[config.mk]
export PLATFORM = sky130hd
export DESIGN_NAME = seq_presenter
export DESIGN_NICKNAME = d
export VERILOG_FILES = /design/src/rtl/seq_pkg.sv /design/src/rtl/lfsr8.sv /design/src/rtl/seq_presenter.sv
export SDC_FILE = /design/constraint.sdc
export NUM_CORES = 1
export LEC_CHECK = 0
export ABC_AREA = 1
export BUFFER_PORTS_ARGS = -buffer_cell sky130_fd_sc_hd__buf_2
export CORE_MARGIN = 2
export CORE_UTILIZATION = 40
export CTS_CLUSTER_DIAMETER = 200
export DETAILED_ROUTE_END_ITERATION = 10
export GPL_TIMING_DRIVEN = 0
export PLACE_DENSITY = 0.69
export SETUP_SLACK_MARGIN = 0.4
export SYNTH_ARGS = -nofsm -noshare
export SYNTH_HDL_FRONTEND = slang
export SYNTH_SLANG_ARGS = --single-unit
[constraint.sdc]
create_clock -name clk -period 2 [get_ports clk]
set_input_delay 0.5 -clock clk [delete_from_list [all_inputs] [get_ports clk]]
set_output_delay 0.5 -clock clk [all_outputs]
set_load 0.1 [all_outputs]
[src/rtl/seq_pkg.sv]
// ============================================================================
//  Module   : seq_pkg
//  Brief    : Shared types, LFSR taps and symbol decode for seq_presenter.
//  Revision : 1.0 - initial release
// ============================================================================
`default_nettype none

package seq_pkg;

  typedef enum logic [2:0] {
    S_IDLE       = 3'd0,
    S_LOAD       = 3'd1,
    S_SHOW_ON    = 3'd2,
    S_SHOW_GAP   = 3'd3,
    S_WAIT_INPUT = 3'd4,
    S_ROUND_OK   = 3'd5,
    S_WIN        = 3'd6,
    S_LOSE       = 3'd7
  } seq_state_t;

  typedef logic [1:0] sym_t;

  // Taps 8,6,5,4 map onto register bits 7,5,4,3.
  localparam logic [7:0] LFSR_TAPS = 8'b1011_1000;

  function automatic logic [3:0] sym_onehot(input sym_t s);
    return 4'b0001 << s;
  endfunction

endpackage

`default_nettype wire

[src/rtl/lfsr8.sv]
// ============================================================================
//  Module   : lfsr8
//  Brief    : Free-running 8-bit Fibonacci LFSR, loads seed on reset.
//  Revision : 1.0 - initial release
// ============================================================================
`default_nettype none

module lfsr8
  import seq_pkg::*;
(
  input  logic       clk,
  input  logic       rst,
  input  logic [7:0] seed,
  output logic [7:0] q
);

  logic [7:0] r_q;

  always_ff @(posedge clk) begin
    if (rst) begin
      r_q <= seed;
    end else begin
      r_q <= {r_q[6:0], ^(r_q & LFSR_TAPS)};
    end
  end

  assign q = r_q;

endmodule

`default_nettype wire

[src/rtl/seq_presenter.sv]
// ============================================================================
//  Module   : seq_presenter
//  Brief    : Memory-game sequence source: loads, shows and serves symbols.
//  Revision : 1.0 - initial release
// ============================================================================
`default_nettype none

module seq_presenter
  import seq_pkg::*;
#(
  parameter int         MAX_LEN    = 8,
  parameter int         SHOW_TICKS = 4,
  parameter logic [7:0] SEED       = 8'hA5
) (
  input  logic       clk,
  input  logic       rst,
  input  logic       start,
  input  logic       advance,
  input  logic       fail,
  output logic       v1,
  output logic       v0,
  output logic       check_en,
  output logic [3:0] led,
  output logic [3:0] level,
  output logic       round_ok,
  output logic       won,
  output logic       lost
);

  localparam int DW = $clog2(SHOW_TICKS) + 1;
  localparam int IW = (MAX_LEN > 2) ? $clog2(MAX_LEN) : 1;

  localparam logic [3:0]    c_max_level = 4'(MAX_LEN);
  localparam logic [3:0]    c_last_idx  = 4'(MAX_LEN - 1);
  localparam logic [DW-1:0] c_dwell_end = DW'(SHOW_TICKS - 1);

  seq_state_t    r_state;
  logic [3:0]    r_idx;
  logic [3:0]    r_level;
  logic [DW-1:0] r_dwell;
  sym_t          r_seq [MAX_LEN];

  logic [7:0]    w_lfsr;
  logic [IW-1:0] w_sel;
  sym_t          w_sym;
  logic          w_last;
  logic          w_unused_lfsr;

  lfsr8 u_lfsr (
    .clk  (clk),
    .rst  (rst),
    .seed (SEED),
    .q    (w_lfsr)
  );

  assign w_sel         = r_idx[IW-1:0];
  assign w_sym         = r_seq[w_sel];
  assign w_last        = (r_idx == r_level - 4'd1);
  assign w_unused_lfsr = &{1'b0, w_lfsr[7:2]};

  // Dwell counts only inside the show states; every other state holds it at 0.
  always_ff @(posedge clk) begin
    if (rst) begin
      r_state <= S_IDLE;
      r_idx   <= '0;
      r_level <= '0;
      r_dwell <= '0;
    end else begin
      r_dwell <= '0;
      case (r_state)
        S_IDLE, S_WIN, S_LOSE: begin
          if (start) begin
            r_state <= S_LOAD;
            r_idx   <= '0;
            r_level <= 4'd1;
          end
        end
        S_LOAD: begin
          if (r_idx == c_last_idx) begin
            r_state <= S_SHOW_ON;
            r_idx   <= '0;
          end else begin
            r_idx <= r_idx + 4'd1;
          end
        end
        S_SHOW_ON: begin
          if (r_dwell == c_dwell_end) begin
            r_state <= S_SHOW_GAP;
          end else begin
            r_dwell <= r_dwell + 1'b1;
          end
        end
        S_SHOW_GAP: begin
          if (r_dwell != c_dwell_end) begin
            r_dwell <= r_dwell + 1'b1;
          end else if (w_last) begin
            r_state <= S_WAIT_INPUT;
            r_idx   <= '0;
          end else begin
            r_state <= S_SHOW_ON;
            r_idx   <= r_idx + 4'd1;
          end
        end
        S_WAIT_INPUT: begin
          if (fail) begin
            r_state <= S_LOSE;
          end else if (advance) begin
            if (!w_last) begin
              r_idx <= r_idx + 4'd1;
            end else if (r_level == c_max_level) begin
              r_state <= S_WIN;
            end else begin
              r_state <= S_ROUND_OK;
            end
          end
        end
        S_ROUND_OK: begin
          r_state <= S_SHOW_ON;
          r_level <= r_level + 4'd1;
          r_idx   <= '0;
        end
        default: r_state <= S_IDLE;
      endcase
    end
  end

  // Sequence storage has no reset; its contents are rewritten on every LOAD.
  always_ff @(posedge clk) begin
    if (r_state == S_LOAD) begin
      r_seq[w_sel] <= w_lfsr[1:0];
    end
  end

  assign check_en = (r_state == S_WAIT_INPUT);
  assign {v1, v0} = check_en ? w_sym : 2'b00;
  assign led      = (r_state == S_SHOW_ON) ? sym_onehot(w_sym) : 4'b0000;
  assign level    = r_level;
  assign round_ok = (r_state == S_ROUND_OK);
  assign won      = (r_state == S_WIN);
  assign lost     = (r_state == S_LOSE);

endmodule

`default_nettype wire
==> flow_summary.toml <==
[yosys]
syn-cell-area_mm2 = 0.00210
synth_cell_types = 28
syn_nets = 270
avgSynthCellArea_um2 = 8.07
synth-seq-cells = 41
synthCells = 260
synth_warnings = 0
seq_area_frac_synth = 0.468

[clocking]
htree_levels = 2
cts_made_buffers = 5
cts_max_path_buffers = 2
worstSkewPairLatency_ns = 0.30
clock_sinks = 41
cts_tree = "built"
hold_buffers = 0
cts_root_buf = "clkbuf_8"
clk_pin_slew_ns = 0.08

[die]
rows = 26
io_pins = 19
die_h_um = 76.4
dieArea_mm2 = 0.00584
initial_core_util = 0.413
chipWidth_um = 76.4
fp.coreArea_mm2 = 0.00507

[final_layout]
fin_nets = 306
layout-drive-gt1-share = 0.441
area_growth_pct = 40.4
final_cell_area_mm2 = 0.00295
fin_util = 0.581
n_antenna_cell = 0

[drt]
drt_iter0_drc = 163
wl_per_cell_um = 13.5
num_vias = 1816
drcViolationCount = 0
wirelength_mm = 4.97
drt-pass1-iter-count = 4
antenna_left = 0
viasPerCell = 4.95

[sta]
relSlewSlack = 0.767
finalSetupViolCount = 6
tightest_slew_ns = 0.349
rsz0062_at_grt = "true"
clock.fmax_ghz = 0.451
worst_slack_ns = -0.217
finClkSkew_ns = 0.00976
period_needed_ns = 2.22
post-route-period-util = 1.11
drv_slew = 0
timing_hold_violations_final = 0

[run_status]
violations = "setup timing"
status = "finished with violations"

[worst_setup_path]
worstSetupPathType = "flop to primary output"
slowest_delay_ns = 0.34
worstSetupEndpointType = "primary output"
crit_path_cell_trace = "buf_6 > o21ai_0 > o22ai_1 > nand2_1 > o21ai_4 > buf_4 > nor2_4 > buf_12"
startpoint_type = "flop"
crit_fanout = 5
crit_arrival_ns = 1.72
crit_path_top_delay_cell = "dfxtp_2"
cp_top_family = "buffers and inverters"
cp.required_ns = 1.50
crit_buf_inv = 3

[placement]
hpwl_mm = 3.26
dpl_cell_area_mm2 = 0.00242
gp_congestion = 0.863
numPortBuffers = 17
post-place-ws_ns = -0.250

[pwr]
p_leak_uw = 0.00118
powerDensity_mw_per_mm2 = 1090
ir_drop_uv = 812

[grt]
grt_usage = 0.171
antenna_found_initial = 0
met3_usage = 0.0427
met1_usage = 0.228
overflow = 0
grt.busiest_layer = "met2"
grt_use_met2 = 0.265
grt_max_degree = 15
grt_pass1_wl_mm = 7.89
grt_pass1_vias = 1660

[hold_path]
hp-class = "flop to flop"

[flow_run]
maxCapViolCount = 0
-- worst paths after layout --
check	cells past startpoint	from	endpoint	slack (ns)
max	8	flop	led[0]	-0.22
min	1	u_lfsr.q[6]$_SDFF_PP0_	u_lfsr.q[7]$_SDFF_PP1_	0.41
max reg2reg	11	level[0]$_SDFFE_PP0P_	r_idx[2]$_SDFFE_PP0N_	0.34
min reg2reg	1	u_lfsr.q[6]$_SDFF_PP0_	u_lfsr.q[7]$_SDFF_PP1_	0.41
-- metal layers --
layer  share of wire  vias to the layer above
li1                -                      911
met1            0.44                      847
met2            0.50                       45
met3           0.038                       13
met4           0.020                        0
met5               0                        -
-- synthesized netlist by cell type, drive strengths merged --
cell type,count,share of area
nand2,64,0.14
nor2,44,0.088
inv,31,0.059
dfxtp,25,0.24
nand3,20,0.048
a21oi,16,0.047
edfxtp,16,0.23
o21ai,13,0.031
nor3,7,0.022
buf,5,0.019
ha,5,0.030
o22ai,4,0.012
xor2,4,0.017
or2,3,0.0089
nand4,1,0.0030
nor4,1,0.0030
xnor2,1,0.0042
-- through the flow --
step	total power (µW)	std cells	TNS (ns)	hold slack [ns]
floorplan	1980	260	-0.109	0.388
global placement	2150	347	-1.03	0.394
detailed placement	2160	347	-1.15	0.394
CTS	3050	364	-1.16	0.412
global route	3390	367	-1.79	0.422
finish	3210	367	-1.19	0.412
-- state kept, by name, summed over array words and instances (netlist names), named ones only --
register,cells
r_idx,4
level,4
r_seq,16
u_lfsr.q,8
r_dwell,3
r_state,3
-- power breakdown --
group	leakage (µW)	switching, µW	internal [µW]
clock	0.0000543	309	374
combinational	0.000773	960	514
sequential	0.000355	89.8	967
-- cell usage in the layout (no fill, tap or decap), types with 7 or more instances in the layout --
| cell | Yosys | routed |
|---|---|---|
| a21oi_1 | 11 | 7 |
| a21oi_2 | 5 | 8 |
| nor2_1 | 40 | 28 |
| nand2_4 | 5 | 10 |
| inv_2 | 8 | 8 |
| nand3_1 | 20 | 15 |
| inv_1 | 22 | 16 |
| edfxtp_1 | 16 | 16 |
| buf_12 | 0 | 10 |
| buf_4 | 1 | 15 |
| nand2_2 | 7 | 13 |
| nor2_4 | 2 | 13 |
| dfxtp_1 | 25 | 15 |
| nand2_1 | 52 | 40 |
-- layout make-up --
type	count	area (µm²)
timing repair buffer	29	347
clock inverter	3	46.3
multi-input combinational	183	1200
clock buffer	5	68.8
inverter	31	146
tap	70	87.6
buffer	5	50.0
fill	443	2130
sequential	41	1000
-- worst register-to-register path, stage by stage (launching register included) --
cell and delay (ns):
dfxtp_4 0.37, inv_4 0.04, ha_4 0.26, xor2_1 0.15, nand2_1 0.11, nor2_4 0.15
nand2_4 0.09, nand2_4 0.09, nand2_4 0.06, nand2_4 0.08, nand2_2 0.05, a21oi_2 0.14
-- what timing repair did --
item | in CTS | in global routing
gates resized for setup | 70 | 26
pin swaps | 8 | 11
gates cloned | 1 | 0
endpoints found under the setup margin | 24 | 22
buffers inserted | 8 | 3
-- cells by family (layout without fill, tap and decap cells) --
family,after synthesis,count (layout),share of synthesized area
buffers and inverters,36,73,0.0781
AO/OA/AOI/OAI,33,33,0.0900
AND/OR/NAND/NOR,140,140,0.314
XOR/XNOR,5,5,0.0209
adder cells (fa/ha/maj),5,5,0.0298
flip-flops,41,41,0.468
Note: power is estimated with default switching activity, not from simulation.
